===== config.mk =====
export PLATFORM = sky130hd
export DESIGN_NAME = seq_magnitude_comparator
export DESIGN_NICKNAME = d
export VERILOG_FILES = /design/src/rtl/cmp_pkg.sv /design/src/rtl/chunk_compare.sv /design/src/rtl/seq_magnitude_comparator.sv
export SDC_FILE = /design/constraint.sdc
export NUM_CORES = 1
export LEC_CHECK = 0
export ABC_AREA = 1
export CAP_MARGIN = 10
export CORE_ASPECT_RATIO = 0.9
export CORE_MARGIN = 2
export CORE_UTILIZATION = 30
export CTS_CLUSTER_DIAMETER = 50
export CTS_CLUSTER_SIZE = 25
export DETAILED_ROUTE_END_ITERATION = 12
export SYNTH_ARGS = -nofsm -noshare
export SYNTH_HDL_FRONTEND = slang
export SYNTH_HIERARCHICAL = 1
export SYNTH_SLANG_ARGS = --single-unit

===== constraint.sdc =====
create_clock -name clk -period 2.1 [get_ports clk]
set_input_delay 0.42 -clock clk [delete_from_list [all_inputs] [get_ports clk]]
set_output_delay 0.42 -clock clk [all_outputs]
set_load 0.01 [all_outputs]

===== src/rtl/cmp_pkg.sv =====
// Shared result codes and controller states for the sequential magnitude comparator.
package cmp_pkg;

  localparam logic [2:0] CMP_NONE = 3'b000;
  localparam logic [2:0] CMP_EQ   = 3'b001;
  localparam logic [2:0] CMP_LT   = 3'b010;
  localparam logic [2:0] CMP_GT   = 3'b100;

  typedef enum logic [1:0] {
    IDLE = 2'd0,
    RUN  = 2'd1,
    DONE = 2'd2
  } state_t;

endpackage


===== src/rtl/chunk_compare.sv =====
// Unsigned equality / less-than of two CHUNK-bit slices.
// Purely combinational, so it adds no latency and applies no backpressure.
module chunk_compare #(
  parameter int CHUNK = 2
) (
  input  logic [CHUNK-1:0] x,
  input  logic [CHUNK-1:0] z,
  output logic             eq,
  output logic             lt
);

  assign eq = (x == z);
  assign lt = (x < z);

endmodule


===== src/rtl/seq_magnitude_comparator.sv =====
// MSB-first chunked magnitude compare with early exit; 1..NCHUNK cycles per result.
// Holds y/out_valid indefinitely under out_ready=0; in_ready only in IDLE.
module seq_magnitude_comparator
  import cmp_pkg::*;
#(
  parameter int WIDTH = 8,
  parameter int CHUNK = 2
) (
  input  logic             clk,
  input  logic             rst_n,
  input  logic [WIDTH-1:0] a,
  input  logic [WIDTH-1:0] b,
  input  logic             signed_mode,
  input  logic             in_valid,
  output logic             in_ready,
  output logic [2:0]       y,
  output logic             out_valid,
  input  logic             out_ready,
  output logic             busy
);

  localparam int NCHUNK = WIDTH / CHUNK;
  localparam int IDXW   = (NCHUNK > 1) ? $clog2(NCHUNK) : 1;

  generate
    if (WIDTH < 2 || CHUNK < 1 || CHUNK > WIDTH || (WIDTH % CHUNK) != 0) begin : g_bad_params
      $error("seq_magnitude_comparator: illegal WIDTH/CHUNK combination");
    end
  endgenerate

  state_t            state_q, state_d;
  logic [WIDTH-1:0]  a_q, a_d;
  logic [WIDTH-1:0]  b_q, b_d;
  logic [IDXW-1:0]   idx_q, idx_d;
  logic [2:0]        y_q, y_d;

  logic [CHUNK-1:0]  a_chunk, b_chunk;
  logic              ch_eq, ch_lt;

  assign a_chunk = a_q[int'(idx_q)*CHUNK +: CHUNK];
  assign b_chunk = b_q[int'(idx_q)*CHUNK +: CHUNK];

  chunk_compare #(.CHUNK(CHUNK)) u_chunk_compare (
    .x  (a_chunk),
    .z  (b_chunk),
    .eq (ch_eq),
    .lt (ch_lt)
  );

  always_comb begin
    state_d = state_q;
    a_d     = a_q;
    b_d     = b_q;
    idx_d   = idx_q;
    y_d     = y_q;
    case (state_q)
      IDLE: begin
        if (in_valid) begin
          a_d = a;
          b_d = b;
          // Offset-binary: flipping both sign bits lets the unsigned chunk compare order signed values.
          if (signed_mode) begin
            a_d[WIDTH-1] = ~a[WIDTH-1];
            b_d[WIDTH-1] = ~b[WIDTH-1];
          end
          idx_d   = IDXW'(NCHUNK - 1);
          state_d = RUN;
        end
      end
      RUN: begin
        if (!ch_eq) begin
          y_d     = ch_lt ? CMP_LT : CMP_GT;
          state_d = DONE;
        end else if (idx_q == '0) begin
          y_d     = CMP_EQ;
          state_d = DONE;
        end else begin
          idx_d = idx_q - 1'b1;
        end
      end
      DONE: begin
        if (out_ready) begin
          state_d = IDLE;
        end
      end
      default: state_d = IDLE;
    endcase
  end

  always_ff @(posedge clk or negedge rst_n) begin
    if (!rst_n) begin
      state_q <= IDLE;
      a_q     <= '0;
      b_q     <= '0;
      idx_q   <= '0;
      y_q     <= CMP_NONE;
    end else begin
      state_q <= state_d;
      a_q     <= a_d;
      b_q     <= b_d;
      idx_q   <= idx_d;
      y_q     <= y_d;
    end
  end

  assign in_ready  = (state_q == IDLE);
  assign busy      = (state_q != IDLE);
  assign out_valid = (state_q == DONE);
  assign y         = y_q;

endmodule


==> impl_metrics.json <==
{
  "seq_area_sq_um": 577,
  "cp_cell_sequence": "inv_1 -> nor2_1 -> clkdlybuf4s50_1",
  "grt_pass1_vias": 973,
  "initial_core_util_pct": 32.0,
  "timing.final.max_slew_violations": 0,
  "leakagePower_nw": 0.747,
  "drive_above_1_share_pct": 12.9,
  "ys_warn_count": 6,
  "period_share_pct": 90.1,
  "cts_hold_buf": 0,
  "finalCriticalPeriod_ns": 1.89,
  "powerDensity_mw_per_mm2": 1490,
  "final_cell_area_sq_mm": 0.00156,
  "clk_path_buf_depth": 2,
  "yosysMostFrequentCell": "nand2_1",
  "port-buffer-count": 26,
  "cts.sinks": 23,
  "place_area_sq_mm": 0.00150,
  "wl_per_cell_um": 11.2,
  "final.fill_count": 397,
  "tightestPinTransition_ns": 0.301,
  "slowest_delay_ns": 0.54,
  "yosysSeqAreaShare_pct": 47.6,
  "ir_drop_v": 0.000594,
  "chipWidth_um": 70.9,
  "cts_tree": "yes",
  "cp-end-kind": "primary output",
  "async_flop_share_pct": 100,
  "final.setup.tns_ns": 0,
  "yosysTopAreaCell": "dfrtp_1",
  "antenna_left": 0,
  "fp.dieH_um": 64.2,
  "ios": 27,
  "firstDrtPassIters": 4,
  "crit_type": "reg -> out",
  "drt_wl_total_mm": 2.42,
  "critPathArrivalTime_ns": 1.47,
  "critPathRequiredTime_ns": 1.68,
  "antenna_found_initial": 0,
  "via_per_inst": 4.54,
  "setup_violations": 0,
  "grt_overflow": 0,
  "synth_area_leaders": "dfrtp_1 (48%), nand2_1 (13%), nand3_1 (5.8%)",
  "area_delta_synth_final_pct": 28.5,
  "num_rows": 21,
  "syn_avg_cell_area_sq_um": 8.46,
  "synthTopCellsByCount": "nand2_1 (42), dfrtp_1 (23), inv_1 (15)",
  "clk_pin_slew_ns": 0.08,
  "dp_hpwl_mm": 1.89,
  "multi_input_area_sq_um": 520,
  "synth_edf_count": 0,
  "dieArea_sq_mm": 0.00456,
  "nets": 196,
  "cts_made_buffers": 3,
  "grt_pass1_wl_mm": 4.28,
  "drc": 0,
  "root_buffer": "clkbuf_8",
  "cp_max_fo": 3,
  "finClkSkew_ns": 0.00330,
  "h-tree-depth": 1,
  "grt.total_usage_pct": 12.0,
  "syn-num-nets": 167,
  "finalHoldViolCount": 0,
  "clock_latency_ns": 0.27,
  "max_cap_viol_count": 0,
  "rsz0062_at_grt": "no",
  "setup.worst_path.start_class": "flop",
  "syn_inst": 143,
  "min_path_type": "reg -> reg",
  "synth_cell_types": 21,
  "gp_congestion": 0.722,
  "grt_max_degree": 27,
  "antenna_cells": 0,
  "netlist_area_sq_mm": 0.00121,
  "cp_slowest_cell": "clkdlybuf4s50_1",
  "ys_seq_elements": 23,
  "ys.flop_type": "dfrtp_1",
  "core_area_sq_mm": 0.00378,
  "status": "finished, final reports clean",
  "drtIter0Drc": 24,
  "relSlewSlack_pct": 79.9,
  "finalPower_mw": 2.31,
  "vias": 985,
  "fmax_mhz": 529,
  "yosysTopAreaCellShare_pct": 47.6
}
sequential cells by signal, indices dropped and copies added, names as in the netlist:
| name | cells |
|---|---|
| a_q | 8 |
| y | 3 |
| state_q | 2 |
| idx_q | 2 |
| b_q | 8 |
path summary, 6_finish.rpt:
check	from	endpoint	slack, ns	cells after the start
max	state_q[1]	out_valid	0.21	3
min	y[1]	y[1]	0.48	2
max reg2reg	idx_q[0]	idx_q[1]	0.24	13
min reg2reg	y[1]	y[1]	0.48	2
max in group asynchronous	rst_n	idx_q[0]	1.35	2
min in group asynchronous	rst_n	b_q[6]	0.50	2
cell type report:
| type | instances | area share (%) |
|---|---|---|
| sequential | 23 | 37.1 |
| multi-input combinational | 98 | 33.5 |
| timing repair buffer | 29 | 18.2 |
| inverter | 16 | 4.10 |
| tap | 46 | 3.70 |
| clock buffer | 3 | 2.65 |
| timing repair inverter | 1 | 0.483 |
| clock inverter | 1 | 0.322 |
cells in the final DEF (no fill, tap or decap):
| master | netlist | final |
|---|---|---|
| clkinv_2 | 0 | 1 |
| ha_1 | 3 | 3 |
| buf_4 | 1 | 3 |
| o21a_1 | 1 | 1 |
| nand2_1 | 42 | 42 |
| o211ai_1 | 5 | 5 |
| o21ai_1 | 2 | 2 |
| o21ai_0 | 4 | 4 |
| clkinvlp_4 | 0 | 2 |
| inv_2 | 1 | 1 |
| nor2_1 | 13 | 13 |
| xnor2_1 | 2 | 2 |
| inv_1 | 15 | 14 |
| dfrtp_1 | 23 | 22 |
| nand3_1 | 14 | 14 |
| a21oi_2 | 6 | 6 |
| clkdlybuf4s50_1 | 0 | 26 |
| dfrtp_2 | 0 | 1 |
| o31ai_1 | 1 | 1 |
| nand2_4 | 2 | 2 |
| o21ai_2 | 1 | 1 |
| clkbuf_8 | 0 | 3 |
| nor2_4 | 2 | 2 |
report_power, final:
| group | total, mW | switching, mW | internal, mW |
|---|---|---|---|
| logic | 1.21 | 0.691 | 0.521 |
| clock network | 0.280 | 0.147 | 0.133 |
| registers | 0.822 | 0.166 | 0.656 |
| total | 2.31 | 1.00 | 1.31 |
critical path, delay by kind of cell (launching register included):
family	cells	cell delay, ns
buf+inv	2	0.65
flops	1	0.46
simple gates	1	0.10
logic make-up (layout without fill, tap and decap cells):
kind of cell    after synthesis  in the layout  synth area share, %
simple gates                 73             73                 26.6
flops                        23             23                 47.6
buf+inv                      22             50                 9.41
compound gates               20             20                 11.9
fa+ha+maj                     3              3                 3.10
xor+xnor                      2              2                 1.45
per-stage QoR:
stage	worst slack (ns)	util, %	cells	hold slack (ns)
6_report	0.209	41.1	217	0.480
3_3_place_gp	0.204	39.6	212	0.455
5_1_grt	0.00379	41.1	217	0.509
4_1_cts	0.0961	40.8	216	0.487
3_5_place_dp	0.110	39.6	212	0.467
2_1_floorplan	0.412	-	143	0.124
timing repair:
action,CTS,global route
resized for setup,0,3
setup buffers,0,0
setup endpoints to repair,0,7
endpoints found under the hold margin,0,0
layer usage:
layer	GRT usage [%]	part of all wire [%]	routed length [um]
met4	5.66	2.1	50
met3	2.84	5.0	120
met1	15.6	48	1160
met5	0	0	0
met2	18.7	45	1090
Power figures use the tool's default switching activity.
